==> src/rtl/mem_resp_router.sv <==
// mem_resp_router: routes assembled memory response lines back to the requester recorded at issue time.
// Define MEM_RESP_ROUTER_OCC_EN to expose the FIFO occupancy on port occ.
module mem_resp_router #(
    parameter int NUM_DEST   = 2,
    parameter int BEAT_WIDTH = 64,
    parameter int BEATS      = 4,
    parameter int DEPTH      = 4,
    localparam int DEST_W    = NUM_DEST > 1 ? $clog2(NUM_DEST) : 1,
    localparam int LINE_W    = BEAT_WIDTH * BEATS,
    localparam int OCC_W     = $clog2(DEPTH + 1)
) (
    input  logic                  clk,
    input  logic                  rst,
    input  logic                  issue_valid,
    input  logic [DEST_W-1:0]     issue_dest,
    output logic                  issue_ready,
    input  logic                  mem_resp_valid,
    input  logic [BEAT_WIDTH-1:0] mem_rdata,
    output logic [LINE_W-1:0]     line_rdata,
    output logic [NUM_DEST-1:0]   line_resp,
    output logic                  orphan_err
`ifdef MEM_RESP_ROUTER_OCC_EN
    ,
    output logic [OCC_W-1:0]      occ
`endif
);
    localparam int CNT_W = BEATS > 1 ? $clog2(BEATS) : 1;
    localparam int PTR_W = $clog2(DEPTH);
    localparam logic [1:0] IDLE    = 2'd0;
    localparam logic [1:0] COLLECT = 2'd1;
    localparam logic [1:0] DELIVER = 2'd2;

    logic [1:0]        state_q, state_d;
    logic [CNT_W-1:0]  cnt_q, cnt_d;
    logic [LINE_W-1:0] asm_q, asm_d, line_q, line_d;
    logic [OCC_W-1:0]  occ_q, occ_d;
    logic [PTR_W-1:0]  wr_q, rd_q;
    logic [DEST_W-1:0] fifo_q [DEPTH];
    logic              err_q, err_d;
    logic              push, pop, take, last, head_ok;
    logic [DEST_W-1:0] head;

    // The popping slot is freed on the DELIVER edge, so a full FIFO may still accept a push then.
    assign pop         = state_q == DELIVER;
    assign issue_ready = occ_q != OCC_W'(DEPTH) || pop;
    assign push        = issue_valid && issue_ready;
    assign head        = fifo_q[rd_q];
    assign head_ok     = int'(head) < NUM_DEST;
    assign take        = mem_resp_valid && (state_q == COLLECT || (state_q == IDLE && occ_q != '0) ||
                                            (pop && occ_q > OCC_W'(1)));
    assign last        = cnt_q == CNT_W'(BEATS - 1);
    assign line_resp   = (pop && head_ok) ? NUM_DEST'(1) << head : '0;
    assign line_rdata  = line_q;
    assign orphan_err  = err_q;
`ifdef MEM_RESP_ROUTER_OCC_EN
    assign occ         = occ_q;
`endif

    always_comb begin
        asm_d = asm_q;
        if (take) asm_d[cnt_q * BEAT_WIDTH +: BEAT_WIDTH] = mem_rdata;
        line_d  = (take && last) ? asm_d : line_q;
        cnt_d   = take ? (last ? '0 : cnt_q + 1'b1) : cnt_q;
        state_d = take ? (last ? DELIVER : COLLECT) : (pop ? IDLE : state_q);
        err_d   = err_q | (mem_resp_valid && !take) | (pop && !head_ok);
        occ_d   = occ_q + OCC_W'(push) - OCC_W'(pop);
    end

    always_ff @(posedge clk or posedge rst) begin
        if (rst) begin
            state_q <= IDLE;
            cnt_q   <= '0;
            asm_q   <= '0;
            line_q  <= '0;
            occ_q   <= '0;
            wr_q    <= '0;
            rd_q    <= '0;
            err_q   <= 1'b0;
        end else begin
            state_q <= state_d;
            cnt_q   <= cnt_d;
            asm_q   <= asm_d;
            line_q  <= line_d;
            occ_q   <= occ_d;
            wr_q    <= push ? wr_q + 1'b1 : wr_q;
            rd_q    <= pop ? rd_q + 1'b1 : rd_q;
            err_q   <= err_d;
        end
    end

    always_ff @(posedge clk) begin
        if (push) fifo_q[wr_q] <= issue_dest;
    end
endmodule

==> config.mk <==
export PLATFORM = sky130hd
export DESIGN_NAME = mem_resp_router
export DESIGN_NICKNAME = d
export VERILOG_FILES = /design/src/rtl/mem_resp_router.sv
export SDC_FILE = /design/constraint.sdc
export NUM_CORES = 1
export LEC_CHECK = 0
export ABC_CLOCK_PERIOD_IN_PS = 39800
export CORE_UTILIZATION = 55
export CTS_CLUSTER_SIZE = 14
export DETAILED_ROUTE_END_ITERATION = 16
export GPL_ROUTABILITY_DRIVEN = 0
export MAX_ROUTING_LAYER = met4
export PLACE_DENSITY = 0.8
export SLEW_MARGIN = 20
export SYNTH_ARGS = -nofsm -noshare
export SYNTH_HDL_FRONTEND = slang
export SYNTH_SLANG_ARGS = --single-unit
==> constraint.sdc <==
create_clock -name clk -period 39.8 [get_ports clk]
set_input_delay 7.96 -clock clk [delete_from_list [all_inputs] [get_ports clk]]
set_output_delay 7.96 -clock clk [all_outputs]
set_load 0.01 [all_outputs]
==> impl_metrics.py <==
metrics = {
    "floorplan": {
        "fp.dieH_um": 207,
        "placementRows": 74,
        "initial_core_util": 0.563,
        "die_x_um": 207,
        "core_area_sq_mm": 0.0412,
        "ios": 329,
        "die_area_sq_mm": 0.0430,
    },
    "cells_and_area": {
        "fin_area_sq_mm": 0.0284,
        "nets": 2362,
        "stdcell_count": 2855,
        "fillers": 2861,
        "area_growth_pct": 22.2,
        "drive_gt1_frac": 0.0741,
        "fin_util": 0.688,
    },
    "run_status": {
        "status": "finished, final reports clean",
    },
    "yosys": {
        "post_synth.cell_area_avg_sq_um": 11.2,
        "synthFlopType": "dfrtp_1",
        "ys_ff_latch": 528,
        "synth_edf_count": 4,
        "syn_nets": 2165,
        "synthesis.area_sq_mm": 0.0232,
        "ys_warn_count": 0,
        "yosys.area.top_type": "dfrtp_1",
        "syn_inst": 2081,
        "ys_types": 33,
        "yosysTopAreaCellShare": 0.565,
        "async_flop_share": 0.992,
        "synth-seq-area-share": 0.570,
        "netlist_top_cells_area": "dfrtp_1 (56%), mux2_1 (11%), a22o_1 (9.7%), o21ai_0 (5.5%), inv_1 (4.4%)",
    },
    "power": {
        "swShare": 0.215,
        "total_power_mw": 1.15,
        "power_density_mw_per_mm2": 40.6,
        "power_frac_seq": 0.473,
        "power.share.combinational": 0.039,
        "power_leakage_nw": 13.3,
        "pwr-share-clk": 0.488,
        "vdd_drop_max_mv": 0.0324,
        "switchingPower_uw": 248,
        "p_int_uw": 902,
    },
    "placed_design": {
        "place_hpwl_mm": 35.4,
        "dp.cells": 2755,
        "placed_cell_area_sq_mm": 0.0264,
        "dp_slack_ns": 28.17,
        "io_buffers": 328,
    },
    "clock_network": {
        "root_buffer": "clkbuf_16",
        "numClockSinks": 528,
        "cts_max_path_buffers": 3,
        "cts.clk_slew.worst_paths_ns": 0.06,
        "cts_tree": "done",
        "cts_resized": 0,
        "cts_made_buffers": 53,
        "cts_setup_buffers": 0,
        "cts-hold-fix-buffers": 0,
        "clk_latency_ns": 0.60,
        "htree_levels": 2,
    },
    "drt": {
        "via_count": 16800,
        "firstDrtPassIters": 5,
        "drt-initial-drc-count": 1453,
        "drt_wl_total_mm": 62.3,
        "drc": 0,
        "wire_per_inst_um": 21.8,
        "ant_nets": 0,
        "vias_per_cell": 5.90,
    },
    "flow_run": {
        "cap_violations": 0,
    },
    "global_routing": {
        "grt_pass1_wl_mm": 98.7,
        "antenna_found_initial": 0,
        "grt_usage": 0.301,
        "grt_remaining_overflow": 0,
        "grt_max_degree": 189,
        "grt_pass1_vias": 17100,
    },
    "setup_path": {
        "regToRegSetupSlack_ns": 35.61,
        "worstPathRequired_ns": 40.27,
        "path_max_fanout": 77,
        "cp-end-kind": "flop",
        "worst-setup-path-type": "in2reg",
        "cp.arrival_ns": 11.56,
        "critPathLaunchType": "input port",
    },
    "timing": {
        "hold_violations": 0,
        "rsz0062_at_grt": "no",
        "setup-tns-final_ns": 0,
        "finalMaxSlewViolations": 0,
        "max_freq_mhz": 90.2,
        "min_period_over_period": 0.279,
        "worst_pin_slew_ns": 1.13,
        "period_minus_slack_ns": 11.09,
        "timing.hold.ws_ns": 0.489,
        "setup_violations": 0,
        "skew_ns": 0.0134,
        "setup_slack_ns": 28.71,
        "relSlewSlack": 0.248,
    },
    "worst_hold_path": {
        "hp-class": "reg2reg",
    },
}
power by group through the flow:
stage / Sequential [mW] / Clock, mW / Combinational [mW]
after CTS: 0.544 / 0.567 / 0.0445
after global routing: 0.545 / 0.588 / 0.0495
after detailed placement: 0.554 / 0 / 0.0442
after global placement: 0.554 / 0 / 0.0418
after floorplan: 0.554 / 0 / 0.0291
final: 0.544 / 0.561 / 0.0443
final cells by class:
cell class	instances	area [sq um]	share of cell area
Inverter	270	1020	0.0360
Multi-Input combinational cell	1080	8030	0.283
Sequential cell	528	13200	0.467
Antenna cell	1	2.50	0.0000882
Timing Repair Buffer	345	3430	0.121
Tap cell	532	666	0.0235
Clock inverter	18	322	0.0113
Clock buffer	81	1670	0.0587
kinds of logic after synthesis:
group | Yosys count | synth area share
flops | 528 | 0.570
compound gates | 516 | 0.153
buf+inv | 473 | 0.0891
simple gates | 285 | 0.0508
mux | 260 | 0.127
fa+ha+maj | 15 | 0.00841
xor+xnor | 4 | 0.00151
sequential cells by signal (all words and copies together) (netlist names):
name,flops
occ_q,3
orphan_err,1
state_q,2
fifo_q,4
wr_q,2
rd_q,2
cnt_q,2
line_rdata,256
asm_q,256
worst max-delay path, stage by stage:
cell,delay (ns)
clkdlybuf4s50_1,0.74
nand3_4,0.70
buf_4,0.71
buf_4,0.91
mux2_1,0.41
final timing paths:
| kind | to | startpoint | depth (start not counted) |
|---|---|---|---|
| min in group asynchronous | asm_q[4] | rst | 2 |
| max | line_rdata[33] | mem_resp_valid | 5 |
| max in group asynchronous | asm_q[168] | rst | 4 |
| max reg2reg | line_rdata[33] | occ_q[1] | 8 |
| min reg2reg | line_rdata[43] | line_rdata[43] | 1 |
| min | line_rdata[43] | line_rdata[43] | 1 |
placed cells by master (no fill, tap or decap), types with 2 or more instances in the layout:
| cell | count |
|---|---|
| a22o_1 | 256 |
| and3_1 | 4 |
| and3_2 | 3 |
| buf_4 | 15 |
| bufinv_16 | 9 |
| clkbuf_1 | 8 |
| clkbuf_16 | 56 |
| clkbuf_8 | 17 |
| clkdlybuf4s50_1 | 328 |
| clkinv_2 | 7 |
| dfrtp_1 | 524 |
| edfxtp_1 | 4 |
| ha_1 | 10 |
| ha_2 | 4 |
| inv_1 | 269 |
| mux2_1 | 218 |
| mux2_2 | 41 |
| nand2_1 | 260 |
| nand3_4 | 5 |
| nor2_1 | 2 |
| nor4bb_4 | 3 |
| o21ai_0 | 256 |
| xnor2_1 | 3 |
per-layer routing:
metal | global-route usage | vias up | wire, um
li1 | - | 7341 | -
met1 | 0.409 | 8631 | 26700
met3 | 0.0511 | 104 | 4530
met5 | - | - | 0
met2 | 0.460 | 755 | 29300
met4 | 0.101 | 0 | 1770
cell usage after synthesis, types with 2 or more instances:
cell type and number:
a22o_1 256, and3_1 8, buf_1 8, buf_2 8, buf_4 74, clkbuf_1 109, clkbuf_2 4, dfrtp_1 524
edfxtp_1 4, ha_1 14, inv_1 270, mux2_1 218, mux2_2 41, nand2_1 260, nand3_2 5, nor2_1 2
nor4bb_1 3, o21ai_0 256, xnor2_1 3
No activity file was read; power rests on OpenSTA's default activity.
